**src/rtl/piano_pkg.sv**
```systemverilog
// rtl/piano_pkg.sv - shared constants and types for the note tone generator
//
// Purpose: note half-period table at 50 MHz, counter width and playback
//          state encoding shared by note_div_rom and note_tone_gen.
package piano_pkg;

  localparam int CNT_W     = 17;
  localparam int NUM_NOTES = 10;

  // Half-period in clocks for C4..E5 at 50 MHz (codes 0..9).
  localparam logic [CNT_W-1:0] NOTE_HALF [0:NUM_NOTES-1] = '{
    17'd95554, 17'd85132, 17'd75843, 17'd71586, 17'd63776,
    17'd56818, 17'd50619, 17'd47778, 17'd42566, 17'd37921
  };

  typedef enum logic [1:0] {
    IDLE,
    PLAY,
    RELEASE
  } tone_state_t;

endpackage

```
**src/rtl/note_div_rom.sv**
```systemverilog
// rtl/note_div_rom.sv - note code to half-period lookup
//
// Purpose: combinational lookup of the half-period for a note code, scaled
//          down by DIV_SHIFT and clamped to a minimum of 2 clocks.
// Ports:
//   code  in   4      note code (codes >= NUM_NOTES give the minimum)
//   half  out  CNT_W  half-period in clocks, always >= 2
module note_div_rom
  import piano_pkg::*;
#(
  parameter int DIV_SHIFT = 0
) (
  input  logic [3:0]       code,
  output logic [CNT_W-1:0] half
);

  logic [CNT_W-1:0] raw;
  logic [CNT_W-1:0] shifted;

  always_comb begin
    raw = '0;
    if (code < 4'(NUM_NOTES)) begin
      raw = NOTE_HALF[code];
    end
    shifted = raw >> DIV_SHIFT;
    // A half-period below 2 would make the reload value underflow or
    // collapse the square wave, so large shifts saturate here.
    half = (shifted < CNT_W'(2)) ? CNT_W'(2) : shifted;
  end

endmodule

```
**src/rtl/note_tone_gen.sv**
```systemverilog
// rtl/note_tone_gen.sv - square-wave tone generator driven by a note encoder
//
// Purpose: registers the encoder's note code and key flag, runs the playback
//          FSM and the half-period down-counter that produce a 50% duty tone.
// Optional: macro PIANO_SUSTAIN_EN adds a RELEASE state that keeps the tone
//           sounding for SUSTAIN_CYCLES clocks after the key is let go.
// Ports:
//   clk        in   1  system clock, rising edge
//   rst        in   1  synchronous active-high reset
//   Din        in   4  note code from the encoder
//   key_valid  in   1  high while any key is pressed
//   Dout       out  1  square-wave tone
//   Dnote      out  4  code of the note currently sounding
//   active     out  1  high while a tone is being generated
module note_tone_gen
  import piano_pkg::*;
#(
  parameter int DIV_SHIFT      = 0,
  parameter int SUSTAIN_CYCLES = 25_000_000
) (
  input  logic       clk,
  input  logic       rst,
  input  logic [3:0] Din,
  input  logic       key_valid,
  output logic       Dout,
  output logic [3:0] Dnote,
  output logic       active
);

  logic [3:0]       Din_q;
  logic             kv_q;
  tone_state_t      state;
  tone_state_t      state_n;
  logic [CNT_W-1:0] cnt;
  logic [CNT_W-1:0] cnt_n;
  logic [CNT_W-1:0] half;
  logic             Dout_n;
  logic [3:0]       Dnote_n;
  logic             key_on;
  logic [3:0]       rom_code;

  // Out-of-range codes are indistinguishable from no key at all.
  assign key_on = kv_q && (Din_q < 4'(NUM_NOTES));

  // While a valid key is held the lookup follows the incoming code, so a
  // note change reloads with the new half-period on the same edge; otherwise
  // it follows the note already sounding.
  assign rom_code = key_on ? Din_q : Dnote;

  note_div_rom #(
    .DIV_SHIFT(DIV_SHIFT)
  ) u_rom (
    .code(rom_code),
    .half(half)
  );

`ifdef PIANO_SUSTAIN_EN
  localparam int SCNT_W = (SUSTAIN_CYCLES > 1) ? $clog2(SUSTAIN_CYCLES) : 1;
  logic [SCNT_W-1:0] scnt;
  logic [SCNT_W-1:0] scnt_n;
`else
  logic unused_sustain;
  assign unused_sustain = (SUSTAIN_CYCLES != 0);
`endif

  assign active = (state != IDLE);

  always_ff @(posedge clk) begin
    if (rst) begin
      Din_q <= '0;
      kv_q  <= 1'b0;
      state <= IDLE;
      cnt   <= '0;
      Dout  <= 1'b0;
      Dnote <= '0;
`ifdef PIANO_SUSTAIN_EN
      scnt  <= '0;
`endif
    end else begin
      Din_q <= Din;
      kv_q  <= key_valid;
      state <= state_n;
      cnt   <= cnt_n;
      Dout  <= Dout_n;
      Dnote <= Dnote_n;
`ifdef PIANO_SUSTAIN_EN
      scnt  <= scnt_n;
`endif
    end
  end

  always_comb begin
    state_n = state;
    cnt_n   = cnt;
    Dout_n  = Dout;
    Dnote_n = Dnote;
`ifdef PIANO_SUSTAIN_EN
    scnt_n  = scnt;
`endif

    case (state)
      IDLE: begin
        Dout_n = 1'b0;
        if (key_on) begin
          state_n = PLAY;
          Dnote_n = Din_q;
          cnt_n   = half - CNT_W'(1);
        end
      end

      PLAY: begin
        if (!key_on) begin
`ifdef PIANO_SUSTAIN_EN
          state_n = RELEASE;
          scnt_n  = SCNT_W'(SUSTAIN_CYCLES - 1);
          if (cnt == '0) begin
            Dout_n = ~Dout;
            cnt_n  = half - CNT_W'(1);
          end else begin
            cnt_n = cnt - CNT_W'(1);
          end
`else
          state_n = IDLE;
          Dout_n  = 1'b0;
`endif
        end else if (Din_q != Dnote) begin
          // Restart the phase cleanly on the new note.
          Dnote_n = Din_q;
          cnt_n   = half - CNT_W'(1);
          Dout_n  = 1'b0;
        end else if (cnt == '0) begin
          Dout_n = ~Dout;
          cnt_n  = half - CNT_W'(1);
        end else begin
          cnt_n = cnt - CNT_W'(1);
        end
      end

`ifdef PIANO_SUSTAIN_EN
      RELEASE: begin
        if (key_on) begin
          // A fresh press always restarts, even on the same note.
          state_n = PLAY;
          Dnote_n = Din_q;
          cnt_n   = half - CNT_W'(1);
          Dout_n  = 1'b0;
        end else if (scnt == '0) begin
          state_n = IDLE;
          Dout_n  = 1'b0;
        end else begin
          scnt_n = scnt - SCNT_W'(1);
          if (cnt == '0) begin
            Dout_n = ~Dout;
            cnt_n  = half - CNT_W'(1);
          end else begin
            cnt_n = cnt - CNT_W'(1);
          end
        end
      end
`endif

      default: begin
        state_n = IDLE;
        Dout_n  = 1'b0;
      end
    endcase
  end

endmodule

```
**config.mk**
```make
export PLATFORM = sky130hd
export DESIGN_NAME = note_tone_gen
export DESIGN_NICKNAME = d
export VERILOG_FILES = /design/src/rtl/piano_pkg.sv /design/src/rtl/note_div_rom.sv /design/src/rtl/note_tone_gen.sv
export SDC_FILE = /design/constraint.sdc
export NUM_CORES = 1
export LEC_CHECK = 0
export BUFFER_PORTS_ARGS = -buffer_cell sky130_fd_sc_hd__buf_4
export CAP_MARGIN = 0
export CORE_MARGIN = 2
export CORE_UTILIZATION = 24
export CTS_BUF_LIST = sky130_fd_sc_hd__clkbuf_4 sky130_fd_sc_hd__clkbuf_8
export CTS_CLUSTER_DIAMETER = 30
export DETAILED_ROUTE_END_ITERATION = 8
export PLACE_DENSITY = 0.4
export SYNTH_ARGS = -nofsm -noshare
export SYNTH_HDL_FRONTEND = slang
export SYNTH_SLANG_ARGS = --single-unit
export TNS_END_PERCENT = 5
```
**constraint.sdc**
```tcl
create_clock -name clk -period 4.49 [get_ports clk]
set_clock_uncertainty 0.15 [all_clocks]
set_input_delay 0.449 -clock clk [delete_from_list [all_inputs] [get_ports clk]]
set_output_delay 0.449 -clock clk [all_outputs]
set_load 0.01 [all_outputs]
```
==> results of run 1 <==
-- worst max-delay path by stage --
stage	slack (ns)	depth (start not counted)	start	end
6_report	1.07	10	Din_q[3]	cnt[6]
5_1_grt	0.69	10	Din_q[3]	cnt[6]
4_1_cts	1.03	10	Din_q[3]	cnt[6]
3_5_place_dp	1.04	10	Din_q[3]	cnt[6]
3_3_place_gp	1.12	10	Din_q[3]	cnt[6]
2_1_floorplan	1.64	10	kv_q	cnt[6]
-- placed cells by master, fill, tap and decap left out, types with 3 or more instances in the layout --
| cell type | netlist | layout |
|---|---|---|
| clkbuf_8 | 0 | 3 |
| and2_1 | 4 | 4 |
| nand2_1 | 22 | 22 |
| or3_1 | 5 | 5 |
| a211oi_1 | 4 | 4 |
| nor3_1 | 14 | 14 |
| ha_1 | 12 | 12 |
| o22ai_1 | 3 | 3 |
| or2_2 | 5 | 5 |
| a21oi_1 | 19 | 19 |
| o31ai_1 | 4 | 4 |
| nand3_1 | 7 | 7 |
| dfxtp_1 | 28 | 28 |
| o211ai_1 | 3 | 3 |
| o21ai_0 | 18 | 18 |
| mux2i_1 | 4 | 4 |
| inv_1 | 9 | 9 |
| nor2b_1 | 8 | 8 |
| nand2b_1 | 5 | 5 |
| a31oi_1 | 6 | 6 |
| xor2_1 | 5 | 5 |
| buf_4 | 0 | 17 |
| nor2_1 | 28 | 28 |
| or4_1 | 4 | 4 |
-- Yosys cell counts, types with 3 or more instances --
library cell	instances	area share (%)
dfxtp_1	28	27
nor2_1	28	5.1
nand2_1	22	4.0
a21oi_1	19	4.6
o21ai_0	18	4.3
nor3_1	14	3.4
ha_1	12	7.2
clkbuf_1	11	2.0
inv_1	9	1.6
nor2b_1	8	2.4
nand3_1	7	1.7
a31oi_1	6	1.8
nand2b_1	5	1.5
or2_2	5	1.5
or3_1	5	1.5
xor2_1	5	2.1
a211oi_1	4	1.4
and2_1	4	1.2
mux2i_1	4	1.9
o31ai_1	4	1.4
or4_1	4	1.4
buf_2	3	0.72
o211ai_1	3	1.1
o22ai_1	3	0.90
-- power by group through the flow --
stage          logic, W  clock network, W  registers, W
6_report       0.000908          0.000145      0.000405
5_1_grt         0.00101          0.000165      0.000420
4_1_cts        0.000908          0.000153      0.000405
3_5_place_dp   0.000902                 0      0.000411
3_3_place_gp   0.000916                 0      0.000412
2_1_floorplan  0.000691                 0      0.000379
-- layout make-up --
type | instances | area [µm²] | share of cell area [%]
Sequential cell | 28 | 561 | 24.3
Inverter | 9 | 33.8 | 1.46
Multi-Input combinational cell | 223 | 1420 | 61.3
Tap cell | 105 | 131 | 5.69
Timing Repair Buffer | 17 | 128 | 5.53
Clock buffer | 3 | 41.3 | 1.79
-- sequential cells by signal, summed over array words and instances (netlist names) --
name and flops:
Din_q 4, Dnote 4, Dout 1, cnt 17, kv_q 1, state 1
-- routing by layer --
layer / track usage, % / routed length, µm / vias to the layer above
li1: - / - / 1019
met5: 0 / 0 / -
met2: 21.6 / 2800 / 50
met1: 17.5 / 2970 / 980
met4: 2.17 / 44 / 0
met3: 2.17 / 218 / 6
-- per-stage QoR --
step           util, %  total power, W
2_1_floorplan        -         0.00107
3_3_place_gp      27.3         0.00133
3_5_place_dp      27.3         0.00131
4_1_cts           27.8         0.00147
5_1_grt           27.8         0.00159
6_report          27.8         0.00146
-- kinds of logic (layout without fill, tap and decap cells) --
logic type	after synthesis	in the layout	synth area share [%]
flip-flops	28	28	27.0
AO/OA/AOI/OAI	86	86	27.8
multiplexers	4	4	1.93
buffers and inverters	24	29	4.88
AND/OR/NAND/NOR	114	114	28.3
XOR/XNOR	7	7	2.95
adder cells (fa/ha/maj)	12	12	7.23
==> results by group, run 1 <==
Cells and area
  – Area Growth Syn to Fin: 11.2%
  – Final net count: 301
  – N_diodes: 0
  – Final Non-Filler Cells: 385
  – Final Cell Area: 2310 µm²
  – Fraction of layout cells with a size suffix above 1: 11.8%
  – Fillers: 901

Clock network
  – Hold-fix buffers at CTS: 0
  – Post-cts resize count: 0
  – H-Tree Depth: 1
  – CTS Buf Count: 3
  – Setup bufs post-CTS: 0
  – Worst-path clk slew: 0.10 ns
  – Latest clock arrival within the worst-skew pair: 0.28 ns
  – TritonCTS clock tree: done
  – Root Driver: clkbuf_8
  – Clk buf depth: 2
  – Clock Sinks: 28

Hold path
  – Min-delay src: Din[1]
  – Hold worst-path end: Din_q[1]
  – Hold Path Class: in2reg
  – Hold depth: 2

Setup path
  – Worst r2r src: Din_q[3]
  – Worst setup EP type: flop
  – Worst Reg-to-Reg Cells: 10
  – Critical path type: reg2reg
  – CP Launch Type: flop
  – CP Data Required Time: 4.51 ns
  – Crit Reg-Reg Endpoint: cnt[6]
  – CP Cell Sequence: nor2b_1 -> o21ai_0 -> inv_1 -> ha_1 -> a21boi_0 -> ha_1 -> o31ai_1 -> a211oi_1 -> xnor2_1 -> a2111oi_0
  – Worst Path Max Fanout: 7
  – FF-to-FF setup slack: 1.07 ns
  – CP dominant cell by count: ha_1
  – Slowest-stage cell, CP: o21ai_0
  – Data arrival, critical path: 3.44 ns
  – Crit path max-delay family: compound AO/OA/AOI/OAI gates
  – Max incr delay on CP: 0.58 ns
  – Buffers & Inverters on Critical Path: 1

Yosys
  – Post-synthesis cell area: 2080 µm²
  – Distinct cell type count after synthesis: 55
  – Gate Count Post-Synth: 275
  – Syn Area/Cell: 7.55 µm²
  – Syn nets: 294
  – Sequential share of the synthesized area: 27.0%
  – FF+latch count, synth: 28
  – Number of synthesized flops with an enable pin: 0
  – Post-synth ARST share: 0%
  – Yosys warns: 0
  – Synth Flop Type: dfxtp_1

Power
  – Sw Pwr: 0.000720 W
  – Worst VDD drop: 171 µV
  – Seq pwr share: 27.8%
  – Static Leak: 0.928 nW
  – Clock share of power: 9.9%
  – Int Power: 0.000738 W
  – Switching Share: 49.4%
  – PwrDens: 631 nW/µm²
  – Comb power frac: 62.3%

Die
  – I/O pin cnt: 13
  – Core footprint: 8300 µm²
  – Chip Height: 97.0 µm
  – Initial Util: 25.0%
  – Rows: 33
  – Die span in x: 97.0 µm
  – Die Area: 9410 µm²

Route
  – Via/cell ratio: 5.34
  – DR vias: 2055
  – First DRT Iteration DRCs: 129
  – DRT Pass-1 Iters: 4
  – Drt total wl: 6.03 mm
  – Drt wl/cell: 15.7 µm
  – Post-route ant nets: 0
  – DRC viols: 0

GRT
  – First-pass GRT wire length: 9.96 mm
  – Largest net degree at the start of global routing: 30
  – Tot GR Track Use: 12.8%
  – Vias in the first global route: 1919
  – Initial antenna violation count: 0
  – Grt ovf: 0

Placement
  – Post-Place Cells: 382
  – PortBufs: 12
  – DP Worst Slack: 1.04 ns
  – Dpl hpwl: 4.40 mm
  – Placed instance area: 2270 µm²
  – Gpl congestion: 0.769

Timing
  – Minimum clock period: 3.42 ns
  – Max Clk Rate: 293 MHz
  – Slew headroom: 53.7%
  – Worst hold slack: 0.223 ns
  – Setup violators final: 0
  – Period utilization: 76.1%
  – Hold Fails Final Rpt: 0
  – Worst-margin pin slew: 0.687 ns
  – Sum of negative setup slack: 0 ns
  – RSZ-0062 raised after global routing: no
  – Max-slew violations: 0
  – Min setup slack post-route: 1.07 ns

Flow run
  – Max-cap violations: 0

Outcome
  – Status: completed
Note: power is estimated with default switching activity, not from simulation.
==> run 2: changes to the inputs <==
==> constraint.sdc (replaced) <==
create_clock -name clk -period 3.2 [get_ports clk]
set_clock_uncertainty 0.15 [all_clocks]
set_input_delay 0.32 -clock clk [delete_from_list [all_inputs] [get_ports clk]]
set_output_delay 0.32 -clock clk [all_outputs]
set_load 0.01 [all_outputs]
==> run 2 against run 1 <==
Combinational power grew 51%. Power rose by 46%. Via count increased by 2.0%. Cell count up 3.4%. First-iteration DRC count up 18%. Critical path depth fell by 1. Clock-buffer cell count unchanged. Die area is the same. Flip-flop and latch count unchanged. Non-clock buffer count up 13. Clock power up 41%. Critical endpoint is now cnt[13]. Largest power group unchanged.
==> results by group, run 2 (synthesis results as in run 1) <==
Outcome
  – Status: completed

Timing
  – Setup violators final: 0
  – Slew headroom: 64.4%
  – Worst-margin pin slew: 0.532 ns
  – RSZ-0062 raised after global routing: no
  – Minimum clock period: 2.98 ns
  – Hold Fails Final Rpt: 0
  – Max-slew violations: 0
  – Period utilization: 93.0%
  – Max Clk Rate: 336 MHz
  – Sum of negative setup slack: 0 ns
  – Worst hold slack: 0.0943 ns

Setup path
  – Data arrival, critical path: 3.00 ns
  – FF-to-FF setup slack: 0.22 ns
  – Worst setup EP type: flop
  – CP Launch Type: flop
  – Worst Path Max Fanout: 19
  – Critical path type: reg2reg
  – CP Data Required Time: 3.23 ns

Placement
  – Post-Place Cells: 395
  – Dpl hpwl: 4.61 mm
  – Gpl congestion: 0.795
  – PortBufs: 12

Die
  – Core footprint: 8300 µm²
  – Chip Height: 97.0 µm
  – Die Area: 9410 µm²
  – I/O pin cnt: 13
  – Rows: 33
  – Die span in x: 97.0 µm
  – Initial Util: 25.0%

Cells and area
  – Register area: 563 µm²
  – Most frequent cells in the layout: 30 x buf_4, 28 x nor2_1, 26 x dfxtp_1, 22 x nand2_1, 19 x a21oi_1
  – Most flops, register: cnt
  – Fraction of layout cells with a size suffix above 1: 16.7%
  – N_diodes: 0
  – Multi-input gate area: 1420 µm²
  – Final Non-Filler Cells: 398
  – Area Growth Syn to Fin: 16.3%
  – Largest register FFs: 17
  – Most common cell after layout, fill and taps aside: buf_4
  – Biggest regs: cnt x17, Din_q x4, Dnote x4
  – Fillers: 928
  – Final net count: 314

Route
  – Post-route ant nets: 0
  – First DRT Iteration DRCs: 152
  – DR vias: 2097
  – Drt total wl: 6.23 mm
  – DRC viols: 0
  – Via/cell ratio: 5.27
  – Drt wl/cell: 15.6 µm
  – DRT Pass-1 Iters: 4

GRT
  – Largest net degree at the start of global routing: 30
  – Tot GR Track Use: 13.3%
  – Vias in the first global route: 2037
  – Grt ovf: 0
  – Initial antenna violation count: 0
  – First-pass GRT wire length: 10.5 mm

Power
  – Static Leak: 0.993 nW
  – Clock share of power: 9.6%
  – Int Power: 0.00109 W
  – Worst VDD drop: 263 µV
  – Sw Pwr: 0.00103 W
  – Comb power frac: 64.3%
  – Total power: 0.00212 W
  – Switching Share: 48.7%
  – PwrDens: 880 nW/µm²
  – Seq pwr share: 26.1%

Clock network
  – Clk buf depth: 2
  – Worst-path clk slew: 0.11 ns
  – H-Tree Depth: 1
  – Root Driver: clkbuf_8
  – Latest clock arrival within the worst-skew pair: 0.28 ns
  – Clock Sinks: 28
  – CTS Buf Count: 3
  – Setup bufs post-CTS: 0
  – TritonCTS clock tree: done

Flow run
  – Max-cap violations: 0

Hold path
  – Hold Path Class: in2reg
[run 2: cell count changes in the layout (fill, tap and decap cells not counted)]
cell | previous run | this run
buf_4 | 17 | 30
dfxtp_2 | 0 | 2
o21ai_0 | 18 | 17
o21ai_1 | 2 | 3
a211oi_1 | 4 | 3
dfxtp_1 | 28 | 26
a211oi_2 | 0 | 1
[run 2: through the flow]
stage / util [%] / instance area (µm²) / setup slack, ns
after floorplan: - / 2080 / 0.351
after global placement: 28.5 / 2370 / 0.218
after detailed placement: 28.5 / 2370 / 0.223
after CTS: 29.0 / 2410 / 0.207
after global routing: 29.1 / 2410 / 0.0185
final: 29.1 / 2410 / 0.223
[run 2: layout make-up]
type	count	share of cell area, %
Inverter	9	1.40
Sequential cell	28	23.3
Tap cell	105	5.44
Clock buffer	3	1.71
Multi-Input combinational cell	223	58.8
Timing Repair Buffer	30	9.33
[run 2: worst max-delay path, cell delays in order (launching register included)]
cell and delay (ns):
dfxtp_1 0.36, inv_1 0.07, ha_1 0.17, or3b_2 0.54
or4_4 0.56, o211ai_2 0.27, buf_4 0.28, o311ai_1 0.18
a32oi_1 0.24, nor2_1 0.05
[run 2: per-layer routing]
layer | global-route usage, % | wire [µm] | vias up
li1 | - | - | 1043
met1 | 18.8 | 3110 | 1003
met2 | 21.2 | 2790 | 47
met3 | 2.24 | 248 | 4
met4 | 2.71 | 78 | 0
met5 | 0 | 0 | -
[run 2: power by group through the flow]
stage                     combinational [W]  clock (W)  sequential, W
after floorplan                    0.000969          0       0.000532
after global placement              0.00137          0       0.000566
after detailed placement            0.00135          0       0.000564
after CTS                           0.00136   0.000217       0.000556
after global routing                0.00153   0.000228       0.000579
final                               0.00137   0.000204       0.000555
[run 2: path summary, 6_finish.rpt]
path              startpoint        to  cells past startpoint
setup / recovery      cnt[0]   cnt[13]                      9
hold / removal        Din[2]  Din_q[2]                      2
setup reg to reg      cnt[0]   cnt[13]                      9
hold reg to reg      cnt[15]   cnt[15]                      2
[run 2: repair_timing]
| action | 4_1_cts | 5_1_grt |
|---|---|---|
| resized for setup | 0 | 4 |
| endpoints found under the setup margin | 0 | 1 |
| hold buffers | 0 | 0 |
==> run 3: changes to the inputs <==
--- a/config.mk
+++ b/config.mk
@@ -13,6 +13,8 @@
 export CTS_CLUSTER_DIAMETER = 30
 export DETAILED_ROUTE_END_ITERATION = 8
 export PLACE_DENSITY = 0.4
+export REMOVE_ABC_BUFFERS = 1
+export SKIP_CTS_REPAIR_TIMING = 1
 export SYNTH_ARGS = -nofsm -noshare
 export SYNTH_HDL_FRONTEND = slang
 export SYNTH_SLANG_ARGS = --single-unit
==> run 3 against run 2 <==
Worst setup slack better by 0.0020 ns. Flip-flop and latch count unchanged. Critical path depth up 2. Register-to-register slack about the same. Global-route usage up 0.14 points. Cell count down 0.25%. Via count down 0.38%. Clock power up 17%. Maximum frequency about the same. Largest power group unchanged. Core utilization about the same. Cell area down 0.16%.
==> results by group, run 3 (synthesis results as in run 1) <==
Setup path
  – Worst setup EP type: flop
  – Data arrival, critical path: 3.01 ns
  – Buffers & Inverters on Critical Path: 1
  – Worst Reg-to-Reg Cells: 11
  – CP Cell Sequence: o211a_1 -> a211o_1 -> inv_2 -> ha_1 -> mux2i_1 -> o21ai_0 -> ha_1 -> o31ai_1 -> a211oi_1 -> xnor2_1 -> a2111oi_0
  – CP Launch Type: flop
  – Worst Path Max Fanout: 7
  – Critical path type: reg2reg
  – Slowest-stage cell, CP: dfxtp_2
  – Crit path max-delay family: compound AO/OA/AOI/OAI gates
  – CP dominant cell by count: ha_1
  – CP Data Required Time: 3.23 ns
  – Critical path depth in cells: 11
  – Max incr delay on CP: 0.37 ns

Route
  – Uppermost layer routed: met4
  – Drt total wl: 6.30 mm
  – DRC viols: 0
  – Via/cell ratio: 5.26
  – Wl on met1: 3.00 mm
  – First DRT Iteration DRCs: 91
  – Drt wl/cell: 15.9 µm
  – DR vias: 2089
  – Met2 routed WL: 3.04 mm
  – Post-route ant nets: 0
  – DRT Pass-1 Iters: 4
  – Routed wl met3: 183 µm

Cells and area
  – N_diodes: 0
  – Area Growth Syn to Fin: 16.1%
  – Most frequent cells in the layout: 28 x nor2_1, 28 x buf_4, 25 x dfxtp_1, 22 x nand2_1, 19 x a21oi_1
  – Final Non-Filler Cells: 397
  – Biggest regs: cnt x17, Din_q x4, Dnote x4
  – Final Cell Area: 2410 µm²
  – Fin util: 29.1%
  – Largest register FFs: 17
  – Fraction of layout cells with a size suffix above 1: 16.8%
  – Most flops, register: cnt
  – Final net count: 312
  – Fillers: 921

Outcome
  – Status: completed

Clock network
  – Clk buf depth: 2
  – TritonCTS clock tree: done
  – CTS Buf Count: 3
  – Root Driver: clkbuf_8
  – H-Tree Depth: 1
  – Worst-path clk slew: 0.11 ns
  – Clock Sinks: 28
  – Latest clock arrival within the worst-skew pair: 0.29 ns

Timing
  – Max-slew violations: 0
  – Worst-margin pin slew: 0.444 ns
  – RSZ-0062 raised after global routing: no
  – Min setup slack post-route: 0.225 ns
  – Max Clk Rate: 336 MHz
  – Setup violators final: 0
  – Minimum clock period: 2.98 ns
  – Period utilization: 93.0%
  – Sum of negative setup slack: 0 ns
  – Slew headroom: 69.9%
  – Hold Fails Final Rpt: 0

GRT
  – Grt ovf: 0
  – Initial antenna violation count: 0
  – Vias in the first global route: 1988
  – First-pass GRT wire length: 10.3 mm
  – Tot GR Track Use: 13.4%
  – Largest net degree at the start of global routing: 30

Power
  – Static Leak: 0.989 nW
  – Comb power frac: 62.5%
  – Sw Pwr: 0.00105 W
  – Switching Share: 48.6%
  – Seq pwr share: 26.4%
  – Int Power: 0.00111 W
  – Clock share of power: 11.1%
  – PwrDens: 893 nW/µm²
  – Worst VDD drop: 208 µV

Placement
  – Placed instance area: 2350 µm²
  – Gpl congestion: 0.769
  – DP Worst Slack: 0.123 ns
  – Post-Place Cells: 393
  – PortBufs: 12
  – Dpl hpwl: 4.64 mm

Die
  – I/O pin cnt: 13
  – Die span in x: 97.0 µm
  – Core footprint: 8300 µm²
  – Initial Util: 25.0%
  – Die Area: 9410 µm²
  – Chip Height: 97.0 µm
  – Rows: 33

Flow run
  – Max-cap violations: 0

Hold path
  – Hold Path Class: in2reg
  – Hold depth: 2
## run 3: cell count changes in the layout (fill, tap and decap cells not counted), sizes merged
cell	delta
buf	-2
clkbuf	+1
## run 3: layout make-up
class                           instances  area (µm²)  share of cell area, %
Multi-Input combinational cell        223        1420                   58.7
Sequential cell                        28         564                   23.4
Timing Repair Buffer                   28         210                   8.72
Tap cell                              105         131                   5.45
Clock buffer                            4        55.1                   2.28
Inverter                                9        33.8                   1.40
## run 3: per-stage QoR
step	hold WS [ns]	total power, W
after floorplan	0.238	0.00146
after global placement	0.325	0.00192
after detailed placement	0.322	0.00191
after CTS	0.0756	0.00216
after global routing	0.0749	0.00234
final	0.0850	0.00215
## run 3: path summary, 6_finish.rpt
check / from / to / slack [ns]
setup / recovery: Din_q[2] / cnt[6] / 0.22
hold / removal: Din[3] / Din_q[3] / 0.08
setup reg to reg: Din_q[2] / cnt[6] / 0.22
hold reg to reg: cnt[1] / cnt[1] / 0.34
## run 3: worst register-to-register path, delay by kind of cell, from the launching register on
family	cells	cell delay, ns
AO/OA/AOI/OAI	6	1.53
XOR/XNOR	1	0.12
adder cells (fa/ha/maj)	2	0.47
buffers and inverters	1	0.15
flip-flops	1	0.37
multiplexers	1	0.10
## run 3: metal layers
| metal | track usage, % | up-vias |
|---|---|---|
| li1 | - | 1046 |
| met1 | 17.6 | 998 |
| met2 | 22.6 | 39 |
| met3 | 2.53 | 6 |
| met4 | 3.25 | 0 |
| met5 | 0 | - |
## run 3: power groups by stage
stage               sequential [W]  combinational, W  clock (W)
floorplan                 0.000548          0.000912          0
global placement          0.000577           0.00134          0
detailed placement        0.000575           0.00133          0
CTS                       0.000567           0.00134   0.000249
global route              0.000592           0.00149   0.000262
finish                    0.000567           0.00135   0.000239
